`config.mk`:
```
export PLATFORM = sky130hd
export DESIGN_NAME = lvds_panel_seq
export DESIGN_NICKNAME = d
export VERILOG_FILES = /design/src/rtl/lvds_panel_seq_pkg.sv /design/src/rtl/lvds_panel_seq_bl_pwm_gen.sv /design/src/rtl/lvds_panel_seq.sv
export SDC_FILE = /design/constraint.sdc
export NUM_CORES = 1
export LEC_CHECK = 0
export CAP_MARGIN = 30
export CORE_ASPECT_RATIO = 1.5
export CORE_MARGIN = 5
export CORE_UTILIZATION = 60
export CTS_CLUSTER_SIZE = 28
export DETAILED_ROUTE_END_ITERATION = 6
export PLACE_DENSITY = 0.87
export SLEW_MARGIN = 20
export SYNTH_ARGS = -nofsm -noshare
export SYNTH_HDL_FRONTEND = slang
export SYNTH_SLANG_ARGS = --single-unit
export TNS_END_PERCENT = 30
```
`constraint.sdc`:
```
create_clock -name i_clk -period 4.5 [get_ports i_clk]
set_input_delay 0.9 -clock i_clk [delete_from_list [all_inputs] [get_ports i_clk]]
set_output_delay 0.9 -clock i_clk [all_outputs]
set_load 0.01 [all_outputs]
```
`src/rtl/lvds_panel_seq_pkg.sv`:
```
// Shared state encoding, LP171WU3 default timing and the state-to-rail decode
// for the LVDS panel power sequencer.
package lvds_panel_seq_pkg;

    typedef enum logic [2:0] {
        ST_OFF_WAIT  = 3'd0,
        ST_OFF       = 3'd1,
        ST_VDD_UP    = 3'd2,
        ST_LVDS_UP   = 3'd3,
        ST_ON        = 3'd4,
        ST_BL_DOWN   = 3'd5,
        ST_LVDS_DOWN = 3'd6
    } seq_state_t;

    // LP171WU3 defaults, in system clock cycles
    localparam int DEF_T_VDD_LVDS = 1_000_000;
    localparam int DEF_BL_FRAMES  = 4;
    localparam int DEF_T_BL_LVDS  = 1_000_000;
    localparam int DEF_T_LVDS_VDD = 500_000;
    localparam int DEF_T_OFF_MIN  = 50_000_000;
    localparam int DEF_CNT_W      = 28;
    localparam int DEF_PWM_W      = 8;

    typedef struct packed {
        logic vdd_en;
        logic lvds_resetn;
        logic bl_en;
        logic ready;
    } rail_t;

    function automatic rail_t decode_rails(seq_state_t s);
        rail_t r;
        r.vdd_en      = s inside {ST_VDD_UP, ST_LVDS_UP, ST_ON, ST_BL_DOWN, ST_LVDS_DOWN};
        r.lvds_resetn = s inside {ST_LVDS_UP, ST_ON, ST_BL_DOWN};
        r.bl_en       = (s == ST_ON);
        r.ready       = (s == ST_ON);
        return r;
    endfunction

endpackage

```
`src/rtl/lvds_panel_seq_bl_pwm_gen.sv`:
```
// Backlight PWM: free-running counter, duty latched at the period boundary,
// registered compare gated by the backlight enable.
module lvds_panel_seq_bl_pwm_gen #(
    parameter int PWM_W = 8
) (
    input  logic             clk,
    input  logic             resetn,
    input  logic             bl_en,
    input  logic [PWM_W-1:0] brightness,
    output logic             pwm
);

    localparam logic [PWM_W-1:0] ALL_ONES = '1;

    logic [PWM_W-1:0] cnt;
    logic [PWM_W-1:0] duty;

    // NOTE: clocked state uses non-blocking assignments so every register
    // samples pre-edge values; blocking here would chain cnt into the compare.
    always_ff @(posedge clk) begin
        if (!resetn) begin
            cnt  <= '0;
            duty <= '0;
            pwm  <= 1'b0;
        end else begin
            cnt <= cnt + PWM_W'(1);
            // Duty only changes at the wrap so a period is never cut short
            if (cnt == ALL_ONES) begin
                duty <= brightness;
            end
            pwm <= bl_en & ((duty == ALL_ONES) | (cnt < duty));
        end
    end

endmodule

```
`src/rtl/lvds_panel_seq.sv`:
```
// Panel VDD / LVDS reset / backlight power sequencer with enforced off-time;
// outputs are registered from the next state so they align with o_state.
module lvds_panel_seq
    import lvds_panel_seq_pkg::*;
#(
    parameter int T_VDD_LVDS = DEF_T_VDD_LVDS,
    parameter int BL_FRAMES  = DEF_BL_FRAMES,
    parameter int T_BL_LVDS  = DEF_T_BL_LVDS,
    parameter int T_LVDS_VDD = DEF_T_LVDS_VDD,
    parameter int T_OFF_MIN  = DEF_T_OFF_MIN,
    parameter int CNT_W      = DEF_CNT_W,
    parameter int PWM_W      = DEF_PWM_W
) (
    input  logic             i_clk,
    input  logic             i_resetn,
    input  logic             i_enable,
    input  logic             i_fault,
    input  logic             i_frame_start,
    input  logic [PWM_W-1:0] i_brightness,
    output logic             o_vdd_en,
    output logic             o_lvds_resetn,
    output logic             o_bl_en,
    output logic             o_bl_pwm,
    output logic             o_ready,
    output logic [2:0]       o_state
);

    localparam int FRM_W = (BL_FRAMES > 1) ? $clog2(BL_FRAMES) : 1;
    localparam logic [FRM_W-1:0] FRM_LAST = FRM_W'(BL_FRAMES - 1);

    localparam logic [CNT_W-1:0] LD_VDD_LVDS = CNT_W'(T_VDD_LVDS - 1);
    localparam logic [CNT_W-1:0] LD_BL_LVDS  = CNT_W'(T_BL_LVDS - 1);
    localparam logic [CNT_W-1:0] LD_LVDS_VDD = CNT_W'(T_LVDS_VDD - 1);
    localparam logic [CNT_W-1:0] LD_OFF_MIN  = CNT_W'(T_OFF_MIN - 1);

    seq_state_t       state;
    seq_state_t       state_next;
    logic [CNT_W-1:0] dly_cnt;
    logic [CNT_W-1:0] dly_load;
    logic [FRM_W-1:0] frm_cnt;
    logic             entry;
    logic             expired;
    logic             abort;
    logic             frame_hit;
    rail_t            rail_next;

    assign expired   = (dly_cnt == '0);
    assign abort     = ~i_enable | i_fault;
    // A frame pulse in the first cycle of LVDS_UP may belong to a stream
    // that was not yet valid, so it is not counted.
    assign frame_hit = i_frame_start & ~entry;

    always_ff @(posedge i_clk) begin
        if (!i_resetn) begin
            state         <= ST_OFF_WAIT;
            dly_cnt       <= LD_OFF_MIN;
            frm_cnt       <= '0;
            entry         <= 1'b1;
            o_vdd_en      <= 1'b0;
            o_lvds_resetn <= 1'b0;
            o_bl_en       <= 1'b0;
            o_ready       <= 1'b0;
        end else begin
            state <= state_next;
            entry <= (state_next != state);

            if (state_next != state) begin
                dly_cnt <= dly_load;
            end else if (!expired) begin
                dly_cnt <= dly_cnt - CNT_W'(1);
            end

            if (state_next != state) begin
                frm_cnt <= '0;
            end else if (state == ST_LVDS_UP && frame_hit) begin
                frm_cnt <= frm_cnt + FRM_W'(1);
            end

            o_vdd_en      <= rail_next.vdd_en;
            o_lvds_resetn <= rail_next.lvds_resetn;
            o_bl_en       <= rail_next.bl_en;
            o_ready       <= rail_next.ready;
        end
    end

    // Aborts are tested before expiry/frame conditions so they always win.
    // NOTE: state_next and dly_load get defaults first, so no path through
    // the case can leave them unassigned and infer a latch.
    always_comb begin
        state_next = state;
        unique case (state)
            ST_OFF_WAIT:  if (expired) state_next = ST_OFF;
            ST_OFF:       if (i_enable && !i_fault) state_next = ST_VDD_UP;
            ST_VDD_UP: begin
                if (abort)        state_next = ST_LVDS_DOWN;
                else if (expired) state_next = ST_LVDS_UP;
            end
            ST_LVDS_UP: begin
                if (abort)                                state_next = ST_LVDS_DOWN;
                else if (frame_hit && frm_cnt == FRM_LAST) state_next = ST_ON;
            end
            ST_ON:        if (abort) state_next = ST_BL_DOWN;
            ST_BL_DOWN:   if (expired) state_next = ST_LVDS_DOWN;
            ST_LVDS_DOWN: if (expired) state_next = ST_OFF_WAIT;
            default:      state_next = ST_OFF_WAIT;
        endcase

        dly_load = '0;
        case (state_next)
            ST_VDD_UP:    dly_load = LD_VDD_LVDS;
            ST_BL_DOWN:   dly_load = LD_BL_LVDS;
            ST_LVDS_DOWN: dly_load = LD_LVDS_VDD;
            ST_OFF_WAIT:  dly_load = LD_OFF_MIN;
            default:      dly_load = '0;
        endcase
    end

    always_comb begin
        rail_next = decode_rails(state_next);
    end

    assign o_state = state;

    lvds_panel_seq_bl_pwm_gen #(
        .PWM_W(PWM_W)
    ) u_bl_pwm (
        .clk        (i_clk),
        .resetn     (i_resetn),
        .bl_en      (rail_next.bl_en),
        .brightness (i_brightness),
        .pwm        (o_bl_pwm)
    );

endmodule

```
==> impl_metrics.json <==
{
  "status": "completed",
  "clock_latency_ns": 0.31,
  "holdPathEnd": "u_bl_pwm.cnt[0]",
  "hp-start": "u_bl_pwm.cnt[0]",
  "r2r_end": "dly_cnt[11]",
  "synth_flop_cell": "dfxtp_1",
  "hold_buffers": 0,
  "finalSetupTns_ns": 0,
  "syn_area_per_cell_sq_um": 8.36,
  "tightest_slew_ns": 0.789,
  "ir_drop_uv": 170,
  "num_vias": 2593,
  "maxSlewViolCount": 0,
  "synth_top_area_share_pct": 37.1,
  "clock_path_buffers": 2,
  "rr_startpoint": "dly_cnt[0]",
  "track_usage_pct": 23.4,
  "postRouteAntennaNets": 0,
  "critical_path.startpoint_type": "input port",
  "period_needed_ns": 2.94,
  "synthesis.nets": 371,
  "setup_violations": 0,
  "synth_edf_count": 0,
  "synthDistinctLibCells": 55,
  "tritoncts": "done",
  "wl_um": 6760,
  "yosys_warnings": 0,
  "leakage_nw": 1.09,
  "drive_above_1_share_pct": 5.26,
  "routed_via_density": 6.07,
  "wire_per_inst_um": 15.8,
  "post-route-period-util_pct": 65.4,
  "die_x_um": 66.9,
  "grt_setup_unrepaired": "false",
  "slowest_delay_ns": 0.55,
  "hold_viol": 0,
  "numCtsBuffers": 5,
  "path_max_fanout": 9,
  "finClkSkew_ns": 0.00448,
  "cts.htree.levels": 2,
  "antenna_found_initial": 0,
  "postCtsSetupRepairBufs": 0,
  "num_antenna_cells": 0,
  "r2r_cells": 8,
  "crit_slowest_cell": "or4b_4",
  "syn_area_sq_um": 2910,
  "cts-resized-gates": 0,
  "maxCapViolCount": 0,
  "place_area_sq_um": 3130,
  "hold_class": "flip-flop to flip-flop",
  "synth_area_leaders": "dfxtp_1 37%, nor2_1 5.3%, xnor2_1 5.1%",
  "clock-sinks": 54,
  "drt_iter0_markers": 160,
  "grt_pass1_wl_um": 11600,
  "clockRootBuffer": "clkbuf_8",
  "crit_required_ns": 4.70,
  "grt-ovfl-total": 0,
  "fmax_mhz": 340,
  "clkTransAtPathRegs_ns": 0.09,
  "design.core.area_sq_um": 4770,
  "yosysMostFrequentCell": "dfxtp_1",
  "dieArea_sq_um": 6370,
  "cp_data_arrival_time_ns": 3.14,
  "syn_to_final_growth_pct": 11.2,
  "whs_path_depth": 1,
  "p_per_area_nw_per_um2": 273,
  "ios": 21,
  "place.gp.congestion": 0.941,
  "end_kind": "flip-flop",
  "crit_chain": "clkdlybuf4s50_1 -> nor2b_1 -> nor3_1 -> or2_2 -> or4b_4 -> o21ai_4 -> nor2_1",
  "io_buffers": 20,
  "grt_max_degree": 26,
  "first_global_vias": 2623,
  "nNetsFinal": 383,
  "initial_core_util_pct": 61.0,
  "slew_headroom_pct": 46.9,
  "yosysSeqAreaShare_pct": 37.1,
  "hpwl_um": 4940,
  "core.rowCount": 31,
  "critPathKind": "input port to flip-flop",
  "stdcell_area_sq_um": 3240,
  "synth_largest_area_cell": "dfxtp_1",
  "synthCells": 348,
  "dr.pass1.iters": 5,
  "reg2reg_slack_ns": 1.75,
  "die_y_um": 95.3,
  "synth_top_cells_by_count": "54 x dfxtp_1, 41 x nor2_1, 27 x o21ai_0, 19 x nand2_1, 18 x a21oi_1",
  "async_reset_ff_share_pct": 0,
  "ys_seq_elements": 54,
  "drc": 0
}
==> placed cells by master (no fill, tap or decap), types with 3 or more instances in the layout <==
| cell | instances |
|---|---|
| o21ai_0 | 27 |
| nand4_1 | 4 |
| nor2_1 | 41 |
| ha_1 | 10 |
| nand3b_1 | 3 |
| clkbuf_8 | 5 |
| nand2b_1 | 4 |
| nand2_1 | 19 |
| and3_1 | 4 |
| nand3_1 | 11 |
| inv_1 | 13 |
| and2_1 | 4 |
| a21oi_1 | 18 |
| o21a_1 | 3 |
| nor4_1 | 6 |
| nor3_1 | 14 |
| nor3b_1 | 3 |
| or2_2 | 3 |
| mux2i_1 | 9 |
| or3_1 | 8 |
| o31ai_1 | 6 |
| clkdlybuf4s50_1 | 20 |
| a211oi_1 | 5 |
| dfxtp_1 | 54 |
| xnor2_1 | 17 |
| a21o_1 | 3 |
| xor2_1 | 12 |
==> layout make-up <==
class	count	area [sq um]
repair buffers	21	208
flip-flops and latches	54	1080
inverters	14	52.6
multi-input cells	264	1700
fillers	420	1540
clock inverters	3	40.0
well taps	66	82.6
clock buffers	5	68.8
==> worst max-delay path, delay by kind of cell <==
| kind | cells | cell delay (ns) |
|---|---|---|
| compound gates | 1 | 0.26 |
| buf+inv | 1 | 0.47 |
| simple gates | 5 | 1.51 |
==> state kept, by name, summed over array words and instances, names as in the netlist <==
signal	flops
o_ready	1
u_bl_pwm.cnt	8
entry	1
o_vdd_en	1
o_lvds_resetn	1
dly_cnt	28
u_bl_pwm.duty	8
o_state	3
u_bl_pwm.pwm	1
frm_cnt	2
==> stage by stage <==
step / hold slack (ns) / setup slack (ns) / total power, mW / std cells / util [%]
6_report: 0.468 / 1.56 / 0.882 / 427 / 67.8
5_1_grt: 0.523 / 1.36 / 0.916 / 427 / 67.8
4_1_cts: 0.473 / 1.57 / 0.886 / 427 / 67.8
3_5_place_dp: 0.450 / 1.23 / 0.571 / 419 / 65.5
3_3_place_gp: 0.442 / 1.33 / 0.569 / 419 / 65.5
2_1_floorplan: 0.425 / 1.92 / 0.548 / 348 / -
==> power by group <==
group | total [mW] | internal [mW] | switching (mW) | leakage [nW]
Sequential | 0.504 | 0.490 | 0.0137 | 0.439
Clock | 0.321 | 0.164 | 0.157 | 0.0579
Combinational | 0.0575 | 0.0285 | 0.0290 | 0.597
Total | 0.882 | 0.682 | 0.200 | 1.09
==> logic make-up after synthesis <==
family / Yosys count / share of synthesized area, %
adders and majority gates: 10 / 4.30
AOI/OAI and AO/OA: 79 / 17.1
muxes: 9 / 3.10
xor gates and xnor gates: 29 / 8.73
buffers and inverters: 30 / 4.34
and+or+nand+nor: 137 / 25.3
DFF: 54 / 37.1
==> metal layers <==
metal / vias to the layer above / routed length [um] / global-route usage, %
met5: - / 0 / 0
met4: 0 / 222 / 11.7
met3: 22 / 342 / 3.89
met2: 86 / 3550 / 42.8
met1: 1219 / 2640 / 25.2
li1: 1266 / - / -
==> how the worst max path moves through the flow <==
stage,startpoint,end,slack [ns]
6_report,i_enable,dly_cnt[11],1.56
5_1_grt,i_enable,dly_cnt[11],1.36
3_3_place_gp,i_enable,dly_cnt[11],1.33
3_5_place_dp,i_enable,dly_cnt[11],1.23
4_1_cts,i_enable,dly_cnt[11],1.57
2_1_floorplan,i_fault,dly_cnt[16],1.92
(Power assumes the default switching activity.)
